[src/rtl/fft_pkg.sv]
// Shared widths, twiddle codes, FSM encoding and the saturating narrow helper
// for the 8-point FFT datapath stages.
package fft_pkg;

  localparam int DATA_W = 16;
  localparam int HALF_N = 4;
  localparam int Q_FRAC = 8;

  localparam logic [1:0] TW_W0 = 2'd0;
  localparam logic [1:0] TW_W1 = 2'd1;
  localparam logic [1:0] TW_MJ = 2'd2;
  localparam logic [1:0] TW_W3 = 2'd3;

  typedef enum logic [1:0] {
    FILL  = 2'd0,
    COMB  = 2'd1,
    DRAIN = 2'd2
  } state_e;

  // Clamp a one-bit-wider two's-complement value into DATA_W bits.
  function automatic logic [DATA_W-1:0] sat_narrow(input logic [DATA_W:0] v);
    logic [DATA_W-1:0] r;
    if (v[DATA_W] != v[DATA_W-1]) begin
      r = v[DATA_W] ? {1'b1, {(DATA_W-1){1'b0}}} : {1'b0, {(DATA_W-1){1'b1}}};
    end else begin
      r = v[DATA_W-1:0];
    end
    return r;
  endfunction

endpackage

[src/rtl/fft_cadd_sat.sv]
// Complex add (SUB=0) or subtract (SUB=1) of Q8.8 samples.
// FFT_BFLY_SAT_EN selects clamping on overflow; otherwise results wrap.
module fft_cadd_sat
  import fft_pkg::*;
#(
  parameter bit SUB = 1'b0
) (
  input  logic [DATA_W-1:0] a_re_i,
  input  logic [DATA_W-1:0] a_im_i,
  input  logic [DATA_W-1:0] b_re_i,
  input  logic [DATA_W-1:0] b_im_i,
  output logic [DATA_W-1:0] y_re_o,
  output logic [DATA_W-1:0] y_im_o
);

`ifdef FFT_BFLY_SAT_EN
  logic [DATA_W:0] w_re_s;
  logic [DATA_W:0] w_im_s;

  // Sign-extended one-bit-wider result so overflow is visible before clamping.
  always_comb begin
    if (SUB) begin
      w_re_s = {a_re_i[DATA_W-1], a_re_i} - {b_re_i[DATA_W-1], b_re_i};
      w_im_s = {a_im_i[DATA_W-1], a_im_i} - {b_im_i[DATA_W-1], b_im_i};
    end else begin
      w_re_s = {a_re_i[DATA_W-1], a_re_i} + {b_re_i[DATA_W-1], b_re_i};
      w_im_s = {a_im_i[DATA_W-1], a_im_i} + {b_im_i[DATA_W-1], b_im_i};
    end
  end

  assign y_re_o = sat_narrow(w_re_s);
  assign y_im_o = sat_narrow(w_im_s);
`else
  // Dropping the carry bit of the wide result is plain modulo-2^DATA_W arithmetic.
  always_comb begin
    if (SUB) begin
      y_re_o = a_re_i - b_re_i;
      y_im_o = a_im_i - b_im_i;
    end else begin
      y_re_o = a_re_i + b_re_i;
      y_im_o = a_im_i + b_im_i;
    end
  end
`endif

endmodule

[src/rtl/fft8_dif_bfly_sdf.sv]
// Radix-2 DIF single-delay-feedback butterfly, first stage of the 8-point FFT.
// Saturation of sums/diffs is enabled by defining FFT_BFLY_SAT_EN.
module fft8_dif_bfly_sdf
  import fft_pkg::*;
(
  input  logic              clk,
  input  logic              rst_n,
  input  logic [DATA_W-1:0] in_real,
  input  logic [DATA_W-1:0] in_imag,
  input  logic              in_valid,
  output logic              in_ready,
  output logic [DATA_W-1:0] out_real,
  output logic [DATA_W-1:0] out_imag,
  output logic              out_valid,
  input  logic              out_ready,
  output logic              out_diff,
  output logic [1:0]        tw_code,
  output logic              mul_flag
);

  state_e            state_q, state_d;
  logic [1:0]        idx_q, idx_d;
  logic [DATA_W-1:0] dly_re_q [HALF_N];
  logic [DATA_W-1:0] dly_im_q [HALF_N];

  logic [DATA_W-1:0] out_real_q, out_real_d;
  logic [DATA_W-1:0] out_imag_q, out_imag_d;
  logic              out_valid_q, out_valid_d;
  logic              out_diff_q, out_diff_d;
  logic [1:0]        tw_code_q, tw_code_d;

  logic              out_adv_s;
  logic              in_ready_s;
  logic              dly_we_s;
  logic [DATA_W-1:0] dly_wre_s, dly_wim_s;
  logic [DATA_W-1:0] sum_re_s, sum_im_s, dif_re_s, dif_im_s;

  fft_cadd_sat #(.SUB(1'b0)) u_sum (
    .a_re_i (dly_re_q[idx_q]),
    .a_im_i (dly_im_q[idx_q]),
    .b_re_i (in_real),
    .b_im_i (in_imag),
    .y_re_o (sum_re_s),
    .y_im_o (sum_im_s)
  );

  fft_cadd_sat #(.SUB(1'b1)) u_dif (
    .a_re_i (dly_re_q[idx_q]),
    .a_im_i (dly_im_q[idx_q]),
    .b_re_i (in_real),
    .b_im_i (in_imag),
    .y_re_o (dif_re_s),
    .y_im_o (dif_im_s)
  );

  assign out_adv_s = !out_valid_q || out_ready;

  // Phase sequencing, delay-line write selection and output register next state.
  always_comb begin
    state_d     = state_q;
    idx_d       = idx_q;
    in_ready_s  = 1'b0;
    dly_we_s    = 1'b0;
    dly_wre_s   = in_real;
    dly_wim_s   = in_imag;
    out_real_d  = out_real_q;
    out_imag_d  = out_imag_q;
    out_diff_d  = out_diff_q;
    tw_code_d   = tw_code_q;
    out_valid_d = out_valid_q;

    if (out_adv_s) begin
      out_valid_d = 1'b0;
    end else begin
      out_valid_d = out_valid_q;
    end

    case (state_q)
      FILL: begin
        in_ready_s = 1'b1;
        if (in_valid) begin
          dly_we_s = 1'b1;
          idx_d    = idx_q + 2'd1;
          state_d  = (idx_q == 2'd3) ? COMB : FILL;
        end else begin
          idx_d = idx_q;
        end
      end
      COMB: begin
        in_ready_s = out_adv_s;
        if (in_valid && out_adv_s) begin
          out_valid_d = 1'b1;
          out_real_d  = sum_re_s;
          out_imag_d  = sum_im_s;
          out_diff_d  = 1'b0;
          tw_code_d   = TW_W0;
          dly_we_s    = 1'b1;
          dly_wre_s   = dif_re_s;
          dly_wim_s   = dif_im_s;
          idx_d       = idx_q + 2'd1;
          state_d     = (idx_q == 2'd3) ? DRAIN : COMB;
        end else begin
          idx_d = idx_q;
        end
      end
      DRAIN: begin
        if (out_adv_s) begin
          out_valid_d = 1'b1;
          out_real_d  = dly_re_q[idx_q];
          out_imag_d  = dly_im_q[idx_q];
          out_diff_d  = 1'b1;
          tw_code_d   = idx_q;
          idx_d       = idx_q + 2'd1;
          state_d     = (idx_q == 2'd3) ? FILL : DRAIN;
        end else begin
          idx_d = idx_q;
        end
      end
      default: begin
        state_d = FILL;
        idx_d   = 2'd0;
      end
    endcase
  end

  // State, counter, delay line and output register.
  always_ff @(posedge clk or negedge rst_n) begin
    if (!rst_n) begin
      state_q     <= FILL;
      idx_q       <= 2'd0;
      out_valid_q <= 1'b0;
      out_real_q  <= {DATA_W{1'b0}};
      out_imag_q  <= {DATA_W{1'b0}};
      out_diff_q  <= 1'b0;
      tw_code_q   <= 2'd0;
      for (int i = 0; i < HALF_N; i++) begin
        dly_re_q[i] <= {DATA_W{1'b0}};
        dly_im_q[i] <= {DATA_W{1'b0}};
      end
    end else begin
      state_q     <= state_d;
      idx_q       <= idx_d;
      out_valid_q <= out_valid_d;
      out_real_q  <= out_real_d;
      out_imag_q  <= out_imag_d;
      out_diff_q  <= out_diff_d;
      tw_code_q   <= tw_code_d;
      if (dly_we_s) begin
        dly_re_q[idx_q] <= dly_wre_s;
        dly_im_q[idx_q] <= dly_wim_s;
      end else begin
        dly_re_q[idx_q] <= dly_re_q[idx_q];
        dly_im_q[idx_q] <= dly_im_q[idx_q];
      end
    end
  end

  assign in_ready  = in_ready_s;
  assign out_real  = out_real_q;
  assign out_imag  = out_imag_q;
  assign out_valid = out_valid_q;
  assign out_diff  = out_diff_q;
  assign tw_code   = tw_code_q;
  assign mul_flag  = (tw_code_q == TW_W1);

endmodule

[config.mk]
export PLATFORM = sky130hd
export DESIGN_NAME = fft8_dif_bfly_sdf
export DESIGN_NICKNAME = d
export VERILOG_FILES = /design/src/rtl/fft_pkg.sv /design/src/rtl/fft_cadd_sat.sv /design/src/rtl/fft8_dif_bfly_sdf.sv
export SDC_FILE = /design/constraint.sdc
export NUM_CORES = 1
export LEC_CHECK = 0
export ABC_AREA = 0
export CORE_UTILIZATION = 53
export DETAILED_ROUTE_END_ITERATION = 16
export PLACE_DENSITY_LB_ADDON = 0.1
export SETUP_SLACK_MARGIN = 0.1
export SKIP_CTS_REPAIR_TIMING = 1
export SYNTH_ARGS = -nofsm -noshare
export SYNTH_HDL_FRONTEND = slang
export SYNTH_SLANG_ARGS = --single-unit
export TNS_END_PERCENT = 10
[constraint.sdc]
create_clock -name clk -period 5.61 [get_ports clk]
set_input_delay 0.561 -clock clk [delete_from_list [all_inputs] [get_ports clk]]
set_output_delay 0.561 -clock clk [all_outputs]
set_load 0.1 [all_outputs]
After elaboration in Yosys (flattened, before gate mapping) --
Index checks and enable logic that the tools add are counted.
Storage, ports and cells: register bits after elaboration 168, bits in latches 0, memory bits (writable) 0, memory bits (read-only) 0, bits of input ports 36, output and inout bits 38, logic and storage cells 87, memories kept 0
Cells by class: $add $sub $neg 5, $mul 0, divide/modulo/power cells 0, order comparisons 2, equal/unequal tests 7, shift-type cells 0, multiplexer cells 49, bitwise operators 1, reductions and logical operators 8
Operators by type and width (count):
- $bwmux W64 | 4
- $mux W16 | 13
- $mux W64 | 2
- $bmux W16 S2 | 2
- $pmux W16 S2 | 2
- $add A16 B16 Y16 | 2
- $demux W16 S2 | 1
- $sub A16 B16 Y16 | 2
- $mux W2 | 10
- $pmux W2 S3 | 2
- $mux W1 | 8
- $pmux W1 S2 | 4
- $ne A2 B2 Y1 const B | 3
- $reduce_and A3 Y1 | 2
- $eq A2 B1 Y1 const B | 2
- $eq A2 B2 Y1 const B | 2
- $pmux W2 S2 | 1
- $ge A3 B3 Y1 const B | 1
- $lt A3 B1 Y1 const B | 1
- $not A2 Y3 | 1
- $add A2 B1 Y2 const B | 1
- $logic_and A1 B1 Y1 | 2
- $logic_not A2 Y1 | 1
- $reduce_bool A2 Y1 | 1
- 2 further kinds | 2

Longest topological paths before layout --
Gate-level depths: netlist of the first run.
word-level depth 9, gate-level depth with buffers 15, mapped depth without buffers 13

By module --
Synthesis of the first run repeated with hierarchy kept, for this count alone.
Unflattened totals: cells, all modules 1309, area total of the unflattened synthesis 11841.4 µm²
By module, submodules not included:
- fft8_dif_bfly_sdf | instances 1, cells each 865, area each 8684.6 µm², seq. area each 4204.0 µm²
- fft_cadd_sat at u_dif | instances 1, cells each 239, area each 1666.6 µm², seq. area each 0.0 µm²
- fft_cadd_sat at u_sum | instances 1, cells each 205, area each 1490.2 µm², seq. area each 0.0 µm²

Worst setup path before layout of the first run --
Ideal clock, no wire load.
path kind flip-flop to flip-flop, from reg idx_q[1], to reg dly_re_q[14] in the netlist's numbering, library setup time 0.065 ns, arrival 3.317 ns, data required time 5.545 ns, path slack 2.228 ns, stages on the path, launching flop included 16, buffers on the path 2, clock period less this slack 3.382 ns, cell sequence dfrtp_1 -> clkbuf_1 -> buf_2 -> mux4_2 -> inv_1 -> ha_1 -> inv_1 -> fa_1 -> a21o_1 -> a21oi_2 -> o21ai_1 -> a31oi_2 -> o21ai_1 -> mux2_1 -> a211oi_2 -> mux2_2
Between the ends: longest elaborated chain between the ends 9, elaborated cells on any way between the ends 15, those cells by class add/sub: 1; order compare: 2; mux: 10; bitwise: 1; reduce/logical: 1
Ends and longest elaborated chain:
- start: declaration | RTL line fft8_dif_bfly_sdf.sv:22 | logic [1:0] idx_q, idx_d;
- start signal: assignment | RTL line fft8_dif_bfly_sdf.sv:142 | idx_q <= idx_d;
- $not A2 Y3 (implied by the code) * | RTL line fft8_dif_bfly_sdf.sv:48, fft8_dif_bfly_sdf.sv:149, fft8_dif_bfly_sdf.sv:152
- $bmux W16 S2 | RTL line fft8_dif_bfly_sdf.sv:48, fft8_dif_bfly_sdf.sv:152
- $mux W16 (implied by the code) (2 in series) | RTL line fft8_dif_bfly_sdf.sv:48, fft8_dif_bfly_sdf.sv:152
- $sub A16 B16 Y16 | RTL line fft_cadd_sat.sv:37 | y_re_o = a_re_i - b_re_i;
- $mux W16 | RTL line fft8_dif_bfly_sdf.sv:91 | if (in_valid && out_adv_s) begin
- $mux W16 | RTL line fft8_dif_bfly_sdf.sv:78 | case (state_q)
- $bwmux W64 | RTL line fft8_dif_bfly_sdf.sv:149 | dly_re_q[idx_q] <= dly_wre_s;
- $mux W64 * | RTL line fft8_dif_bfly_sdf.sv:148 | if (dly_we_s) begin
- end signal: indexed assignment | RTL line fft8_dif_bfly_sdf.sv:137 | dly_re_q[i] <= {DATA_W{1'b0}};
- end signal: indexed assignment | RTL line fft8_dif_bfly_sdf.sv:149
- end signal: indexed assignment | RTL line fft8_dif_bfly_sdf.sv:152 | dly_re_q[idx_q] <= dly_re_q[idx_q];
- end: declaration | RTL line fft8_dif_bfly_sdf.sv:23 | logic [DATA_W-1:0] dly_re_q [HALF_N];
Mark *: on every way between the ends. The rest lies on a longest branch, timed or not. The select of a mux whose other input is x is not followed. A chain may end at the register's enable or synchronous reset.

Final worst setup path of the first run --
from reg idx_q[0], to reg dly_im_q[42] in the netlist's numbering
Between the ends: longest elaborated chain between the ends 9, elaborated cells on any way between the ends 15, those cells by class add/sub: 1; order compare: 2; mux: 10; bitwise: 1; reduce/logical: 1
Ends and longest elaborated chain:
- $not A2 Y3 (implied by the code) * | RTL line fft8_dif_bfly_sdf.sv:49, fft8_dif_bfly_sdf.sv:150, fft8_dif_bfly_sdf.sv:153
- $bmux W16 S2 | RTL line fft8_dif_bfly_sdf.sv:49, fft8_dif_bfly_sdf.sv:153
- $mux W16 (implied by the code) (2 in series) | RTL line fft8_dif_bfly_sdf.sv:49, fft8_dif_bfly_sdf.sv:153
- $sub A16 B16 Y16 | RTL line fft_cadd_sat.sv:38 | y_im_o = a_im_i - b_im_i;
- $mux W16 | RTL line fft8_dif_bfly_sdf.sv:91
- $mux W16 | RTL line fft8_dif_bfly_sdf.sv:78
- $bwmux W64 | RTL line fft8_dif_bfly_sdf.sv:150 | dly_im_q[idx_q] <= dly_wim_s;
- $mux W64 * | RTL line fft8_dif_bfly_sdf.sv:148
- end signal: indexed assignment | RTL line fft8_dif_bfly_sdf.sv:138 | dly_im_q[i] <= {DATA_W{1'b0}};
- end signal: indexed assignment | RTL line fft8_dif_bfly_sdf.sv:150
- end signal: indexed assignment | RTL line fft8_dif_bfly_sdf.sv:153 | dly_im_q[idx_q] <= dly_im_q[idx_q];
- end: declaration | RTL line fft8_dif_bfly_sdf.sv:24 | logic [DATA_W-1:0] dly_im_q [HALF_N];
Marks and branches as above.

==> results of run 1 <==
area by class of cell:
| type | instances | area (um^2) | area share |
|---|---|---|---|
| tap | 270 | 338 | 0.0267 |
| inverter | 76 | 285 | 0.0225 |
| sequential | 168 | 4210 | 0.332 |
| timing repair buffer | 87 | 850 | 0.0671 |
| clock buffer | 17 | 425 | 0.0336 |
| clock inverter | 15 | 178 | 0.0140 |
| multi-input combinational | 829 | 6370 | 0.504 |
flip-flops by register name, indices dropped and copies added, names as in the netlist, 2 cells and up:
name and flops:
dly_re_q 64, out_real 16, dly_im_q 64, state_q 2, out_imag 16, tw_code 2
idx_q 2
cell families (layout without fill, tap and decap cells):
logic type | Yosys count | count (layout) | synth area share
mux | 124 | 124 | 0.159
buf+inv | 147 | 195 | 0.0519
xor+xnor | 42 | 42 | 0.0330
flops | 168 | 168 | 0.377
fa+ha+maj | 81 | 81 | 0.0937
simple gates | 283 | 283 | 0.114
compound gates | 299 | 299 | 0.172
how the worst max path moves through the flow:
stage,slack [ps],cells after the start,from,end
floorplan,2230,15,idx_q[1],dly_re_q[14]
global placement,1620,13,idx_q[0],dly_re_q[30]
detailed placement,1550,13,idx_q[0],dly_im_q[42]
CTS,1530,13,idx_q[0],dly_im_q[42]
global route,1170,13,idx_q[0],dly_im_q[26]
finish,1520,13,idx_q[0],dly_im_q[42]
metal layers:
layer,global-route usage,up-vias,share of wire
met5,0,-,0.00028
met4,0.0469,2,0.0083
met3,0.0624,20,0.075
met2,0.377,308,0.41
met1,0.437,4178,0.50
li1,-,4112,-
worst max-delay path: cells and delay by family, from the launching register on:
kind / cells / cell delay, ps
compound gates: 5 / 1310
flops: 1 / 790
mux: 1 / 570
buf+inv: 2 / 400
fa+ha+maj: 2 / 360
simple gates: 2 / 340
xor+xnor: 1 / 160
cells in the mapped netlist, types with 9 or more instances:
library cell | n | area, um^2
sky130_fd_sc_hd__o21bai_1 | 11 | 82.6
sky130_fd_sc_hd__nor2b_1 | 15 | 93.8
sky130_fd_sc_hd__a21o_1 | 12 | 90.1
sky130_fd_sc_hd__nor2_1 | 120 | 450
sky130_fd_sc_hd__o21ai_1 | 27 | 135
sky130_fd_sc_hd__dfrtp_1 | 168 | 4200
sky130_fd_sc_hd__o31ai_1 | 11 | 82.6
sky130_fd_sc_hd__ha_1 | 77 | 963
sky130_fd_sc_hd__mux4_2 | 33 | 743
sky130_fd_sc_hd__o21a_1 | 9 | 67.6
sky130_fd_sc_hd__nand2b_1 | 12 | 75.1
sky130_fd_sc_hd__nand2_1 | 76 | 285
sky130_fd_sc_hd__xnor2_1 | 37 | 324
sky130_fd_sc_hd__mux2_2 | 76 | 856
sky130_fd_sc_hd__inv_1 | 75 | 282
sky130_fd_sc_hd__o22ai_1 | 21 | 131
sky130_fd_sc_hd__buf_2 | 12 | 60.1
sky130_fd_sc_hd__mux2i_1 | 9 | 90.1
sky130_fd_sc_hd__nor3_1 | 25 | 125
sky130_fd_sc_hd__a21oi_1 | 106 | 531
sky130_fd_sc_hd__clkbuf_1 | 55 | 206
sky130_fd_sc_hd__o21ai_0 | 39 | 195
stage by stage:
| stage | hold slack (ps) | std cells | utilization |
|---|---|---|---|
| after floorplan | 265 | 1144 | - |
| after global placement | 460 | 1430 | 0.590 |
| after detailed placement | 470 | 1430 | 0.590 |
| after CTS | 48.8 | 1462 | 0.619 |
| after global routing | 56.3 | 1462 | 0.619 |
| final | 37.2 | 1462 | 0.619 |
==> summary.log, run 1 <==
[placement] final weighted congestion in routability-driven placement 0.885
[cells_and_area] Layout Nets 1,296
[synthesis] proportion of synthesized chip area in sequential cells 0.377
[placement] Cell Area, Placed 0.0121 mm^2
[clock_network] clock latency at the later pin of the worst-skew pair 440 ps
[sta] max-slew violations 0
[floorplan] area of the die 0.0216 mm^2
[sta] worst setup slack after layout 1520 ps
[clock_network] number of clock buffers inserted by TritonCTS 17
[placement] HPWL after detailed placement 20,300 um
[drt] detail-routed net length per standard cell 19.2 um
[clock_network] H-tree level count 4
[clock_network] Sink Count 168
[cells_and_area] fraction of final layout cells with drive strength greater than 1 0.157
[floorplan] width of the die 147 um
[status] run status finished, final reports clean
[synthesis] net count of the mapped netlist 1,261
[synthesis] EDFF count, synth 0
[synthesis] Avg Cell Area, Syn 9.74 um^2
[sta] post-layout minimum cycle time 4090 ps
[clock_network] maximum buffer depth of the clock tree 2
[sta] count of endpoints failing hold in the final timing report 0
[setup_path] worst setup slack for register-to-register paths 1520 ps
[drt] ANT nets after route 0
[setup_path] critical path launch point type register
[sta] sum of negative setup slack 0 ps
[cells_and_area] Layout Area Growth over Synthesis 13.6%
[sta] Max Freq 244 MHz
[cells_and_area] most common cell after layout, fill and taps aside sky130_fd_sc_hd__dfrtp_1
[floorplan] effective utilization at floorplan 0.545
[sta] Relative slew margins 0.291
[global_routing] aggregate global routing overflow 0
[floorplan] standard-cell row count 52
[global_routing] initial antenna violation count 1
[run] count of max-cap constraint violations 0
[setup_path] library cell contributing the largest single delay on the critical path sky130_fd_sc_hd__dfrtp_2
[setup_path] endpoint of the lowest-slack register-to-register path dly_im_q[42]
[synthesis] number of distinct standard cells referenced by the synthesized netlist 68
[sta] slew at the pin closest to its max-slew limit 1060 ps
[setup_path] worst-path cell chain buf_12, mux4_2, inv_1, ha_1, fa_1, and2b_1, o21ai_1, a21boi_1, o2111ai_1, nand2_1, xor2_1, a221oi_1, o22ai_1
[floorplan] DIE HEIGHT 147 um
[setup_path] startpoint-to-endpoint class of the critical path reg -> reg
[drt] sum of routed wire length over all layers 28,100 um
[clock_network] CTS tree yes
[drt] via-per-instance ratio 5.90
[drt] routed via count 8,620
[setup_path] arrival time of the worst setup path 4360 ps
[synthesis] Cell Area, Synth 0.0111 mm^2
[sta] final number of setup-violating endpoints 0
[hold_path] classification of the worst-slack hold path in -> async
[cells_and_area] Design Area, Final 0.0127 mm^2
[floorplan] count of pins on the block boundary 74
[global_routing] overall fraction of global-route tracks in use 0.273
[placement] worst setup slack after placement 1550 ps
[synthesis] number of warnings printed during yosys synthesis 0
[synthesis] number of flip-flops and latches in the synthesized netlist 168
[setup_path] worst r2r path cells 13
[global_routing] pin count of the biggest net entering global routing 83
[setup_path] required time worst endpoint 5880 ps
[cells_and_area] leading cell types in the layout, fill and taps excluded sky130_fd_sc_hd__dfrtp_1, sky130_fd_sc_hd__nor2_1, sky130_fd_sc_hd__a21oi_1
[clock_network] clock-pin slew of the registers on the worst-case setup and hold paths 70 ps
[sta] crit share post-route 0.729
[sta] RSZ-0062 raised after global routing no
[synthesis] most frequently used flop master after synthesis sky130_fd_sc_hd__dfrtp_1
[setup_path] largest incremental delay on the critical path 790 ps
[placement] # port buffers 73
[cells_and_area] count of fill cells added during filler insertion 1,746
[floorplan] Core Region 0.0204 mm^2
[global_routing] via count of the first global-routing pass 8,024
[drt] DRC violations left 0
[cells_and_area] final antenna diode count 0
[sta] Clock Skew 13.7 ps
[synthesis] number of instances in the synthesized netlist 1,144
[drt] starting DRC count in detailed routing 853
[drt] detailed-router iteration count before antenna repair 5
[setup_path] RR Startpoint idx_q[0]
[global_routing] global-route wire length before repair 45,500 um
[setup_path] highest net fanout along the worst path 20
[synthesis] proportion of register bits with asynchronous set or reset after synthesis 1.00
[clock_network] clock root buffer sky130_fd_sc_hd__clkbuf_16
[setup_path] endpoint kind of the worst setup timing path register
Power of run 1 is left out: the tool's default activity adds up to more than one toggle a clock period on the data nets, which glitch-free logic cannot reach.
==> run 2: changes to the inputs <==
==> constraint.sdc (replaced) <==
create_clock -name clk -period 3.8 [get_ports clk]
set_input_delay 0.38 -clock clk [delete_from_list [all_inputs] [get_ports clk]]
set_output_delay 0.38 -clock clk [all_outputs]
set_load 0.1 [all_outputs]
==> summary.log, run 2 (same netlist as run 1, synthesis figures left out) <==
[drt] detailed-router iteration count before antenna repair 7
[sta] final number of setup-violating endpoints 0
[clock_network] number of clock buffers inserted by TritonCTS 17
[drt] starting DRC count in detailed routing 728
[setup_path] worst r2r path cells 14
[drt] ANT nets after route 0
[sta] Relative slew margins 0.346
[placement] HPWL after detailed placement 21,500 um
[cells_and_area] registers with the highest flip-flop counts dly_im_q (64), dly_re_q (64)
[setup_path] arrival time of the worst setup path 3880 ps
[floorplan] DIE HEIGHT 147 um
[placement] # port buffers 73
[status] run status finished, final reports clean
[setup_path] worst setup slack for register-to-register paths 210 ps
[global_routing] overall fraction of global-route tracks in use 0.288
[floorplan] effective utilization at floorplan 0.545
[cells_and_area] count of fill cells added during filler insertion 1,718
[setup_path] endpoint kind of the worst setup timing path register
[sta] sum of negative setup slack 0 ps
[clock_network] Sink Count 168
[cells_and_area] fraction of final layout cells with drive strength greater than 1 0.181
[cells_and_area] post-layout utilization of the core 0.632
[clock_network] H-tree level count 4
[sta] Max Freq 279 MHz
[cells_and_area] most common cell after layout, fill and taps aside sky130_fd_sc_hd__dfrtp_1
[cells_and_area] Layout Area Growth over Synthesis 15.9%
[global_routing] aggregate global routing overflow 0
[hold_path] classification of the worst-slack hold path in -> async
[setup_path] beginning of the critical path idx_q[0]
[cells_and_area] final antenna diode count 0
[clock_network] maximum buffer depth of the clock tree 2
[setup_path] startpoint-to-endpoint class of the critical path reg -> reg
[sta] max-slew violations 0
[floorplan] width of the die 147 um
[setup_path] RR Startpoint idx_q[0]
[global_routing] initial antenna violation count 0
[drt] sum of routed wire length over all layers 29,600 um
[cells_and_area] Layout Nets 1,329
[sta] RSZ-0062 raised after global routing yes
[sta] slew at the pin closest to its max-slew limit 978 ps
[global_routing] via count of the first global-routing pass 8,413
[run] count of max-cap constraint violations 0
[floorplan] standard-cell row count 52
[clock_network] clock-pin slew of the registers on the worst-case setup and hold paths 70 ps
[sta] count of endpoints failing hold in the final timing report 0
[setup_path] highest net fanout along the worst path 5
[sta] post-layout minimum cycle time 3590 ps
[setup_path] endpoint of the lowest-slack register-to-register path dly_im_q[8]
[floorplan] count of pins on the block boundary 74
[sta] crit share post-route 0.944
[placement] worst setup slack after placement 225 ps
[floorplan] Core Region 0.0204 mm^2
[cells_and_area] leading cell types in the layout, fill and taps excluded sky130_fd_sc_hd__dfrtp_1, sky130_fd_sc_hd__nor2_1, sky130_fd_sc_hd__a21oi_1
[cells_and_area] register area 0.00421 mm^2
[drt] via-per-instance ratio 5.91
[drt] routed via count 8,833
[placement] final weighted congestion in routability-driven placement 0.938
[sta] worst setup slack after layout 214 ps
[clock_network] clock latency at the later pin of the worst-skew pair 440 ps
[global_routing] global-route wire length before repair 47,700 um
[drt] DRC violations left 0
[clock_network] CTS tree yes
[drt] detail-routed net length per standard cell 19.8 um
[sta] Clock Skew 14.1 ps
[clock_network] clock root buffer sky130_fd_sc_hd__clkbuf_16
[setup_path] critical path launch point type register
[setup_path] capture point of the worst path dly_im_q[8]
[global_routing] pin count of the biggest net entering global routing 94
[cells_and_area] multi-input combinational cell area 0.00639 mm^2
[floorplan] area of the die 0.0216 mm^2
[setup_path] required time worst endpoint 4090 ps
## run 2: cell count changes in the layout (fill, tap and decap cells not counted)
cell                              change
sky130_fd_sc_hd__clkinv_2             -1
sky130_fd_sc_hd__a211oi_2             -1
sky130_fd_sc_hd__a211oi_4             +1
sky130_fd_sc_hd__clkinv_8             -4
sky130_fd_sc_hd__buf_12               +2
sky130_fd_sc_hd__buf_4               +32
sky130_fd_sc_hd__inv_8                +3
sky130_fd_sc_hd__clkdlybuf4s50_1      -1
sky130_fd_sc_hd__a21oi_2              +1
sky130_fd_sc_hd__inv_6                -2
sky130_fd_sc_hd__a21oi_1              -1
sky130_fd_sc_hd__clkinv_4             +3
## run 2: final cells by class
type / count / area share
clock buffer: 17 / 0.0330
clock inverter: 14 / 0.0116
tap: 270 / 0.0262
multi-input combinational: 829 / 0.495
timing repair buffer: 120 / 0.0867
inverter: 76 / 0.0221
sequential: 168 / 0.326
## run 2: routing by layer
layer,track usage,part of all wire,vias up
li1,-,-,4180
met1,0.454,0.50,4340
met2,0.409,0.42,297
met3,0.0590,0.070,16
met4,0.0562,0.0069,0
met5,0,0,-
## run 2: worst max-delay path, cell delays in order (launching register included)
cell and delay [ps]:
sky130_fd_sc_hd__dfrtp_2 470, sky130_fd_sc_hd__buf_4 170, sky130_fd_sc_hd__mux4_2 370, sky130_fd_sc_hd__inv_1 80
sky130_fd_sc_hd__ha_1 200, sky130_fd_sc_hd__fa_1 390, sky130_fd_sc_hd__and2b_1 210, sky130_fd_sc_hd__o21ai_1 70
sky130_fd_sc_hd__a21boi_1 240, sky130_fd_sc_hd__o21a_1 180, sky130_fd_sc_hd__o22ai_1 90, sky130_fd_sc_hd__xnor2_1 130
sky130_fd_sc_hd__a221oi_1 510, sky130_fd_sc_hd__buf_4 240, sky130_fd_sc_hd__o22ai_1 90
## run 2: worst min-delay path by stage
stage / from / endpoint / slack (ps) / depth (start not counted)
after floorplan: rst_n / dly_im_q[0] / 80 / 0
after global placement: out_imag[11] / out_imag[11] / 460 / 2
after CTS: rst_n / out_imag[12] / 50 / 1
after global routing: rst_n / out_imag[12] / 70 / 1
final: rst_n / out_imag[12] / 9 / 1
after detailed placement: out_real[12] / out_real[12] / 470 / 2
## run 2: metrics by stage
step | instance area (um^2) | instances | hold WS, ps
floorplan | 11100 | 1144 | 84.4
global placement | 12300 | 1462 | 461
detailed placement | 12300 | 1462 | 470
CTS | 12900 | 1493 | 49.2
global route | 12900 | 1494 | 74.7
finish | 12900 | 1494 | 9.10
Power of run 2 is left out for the same reason.
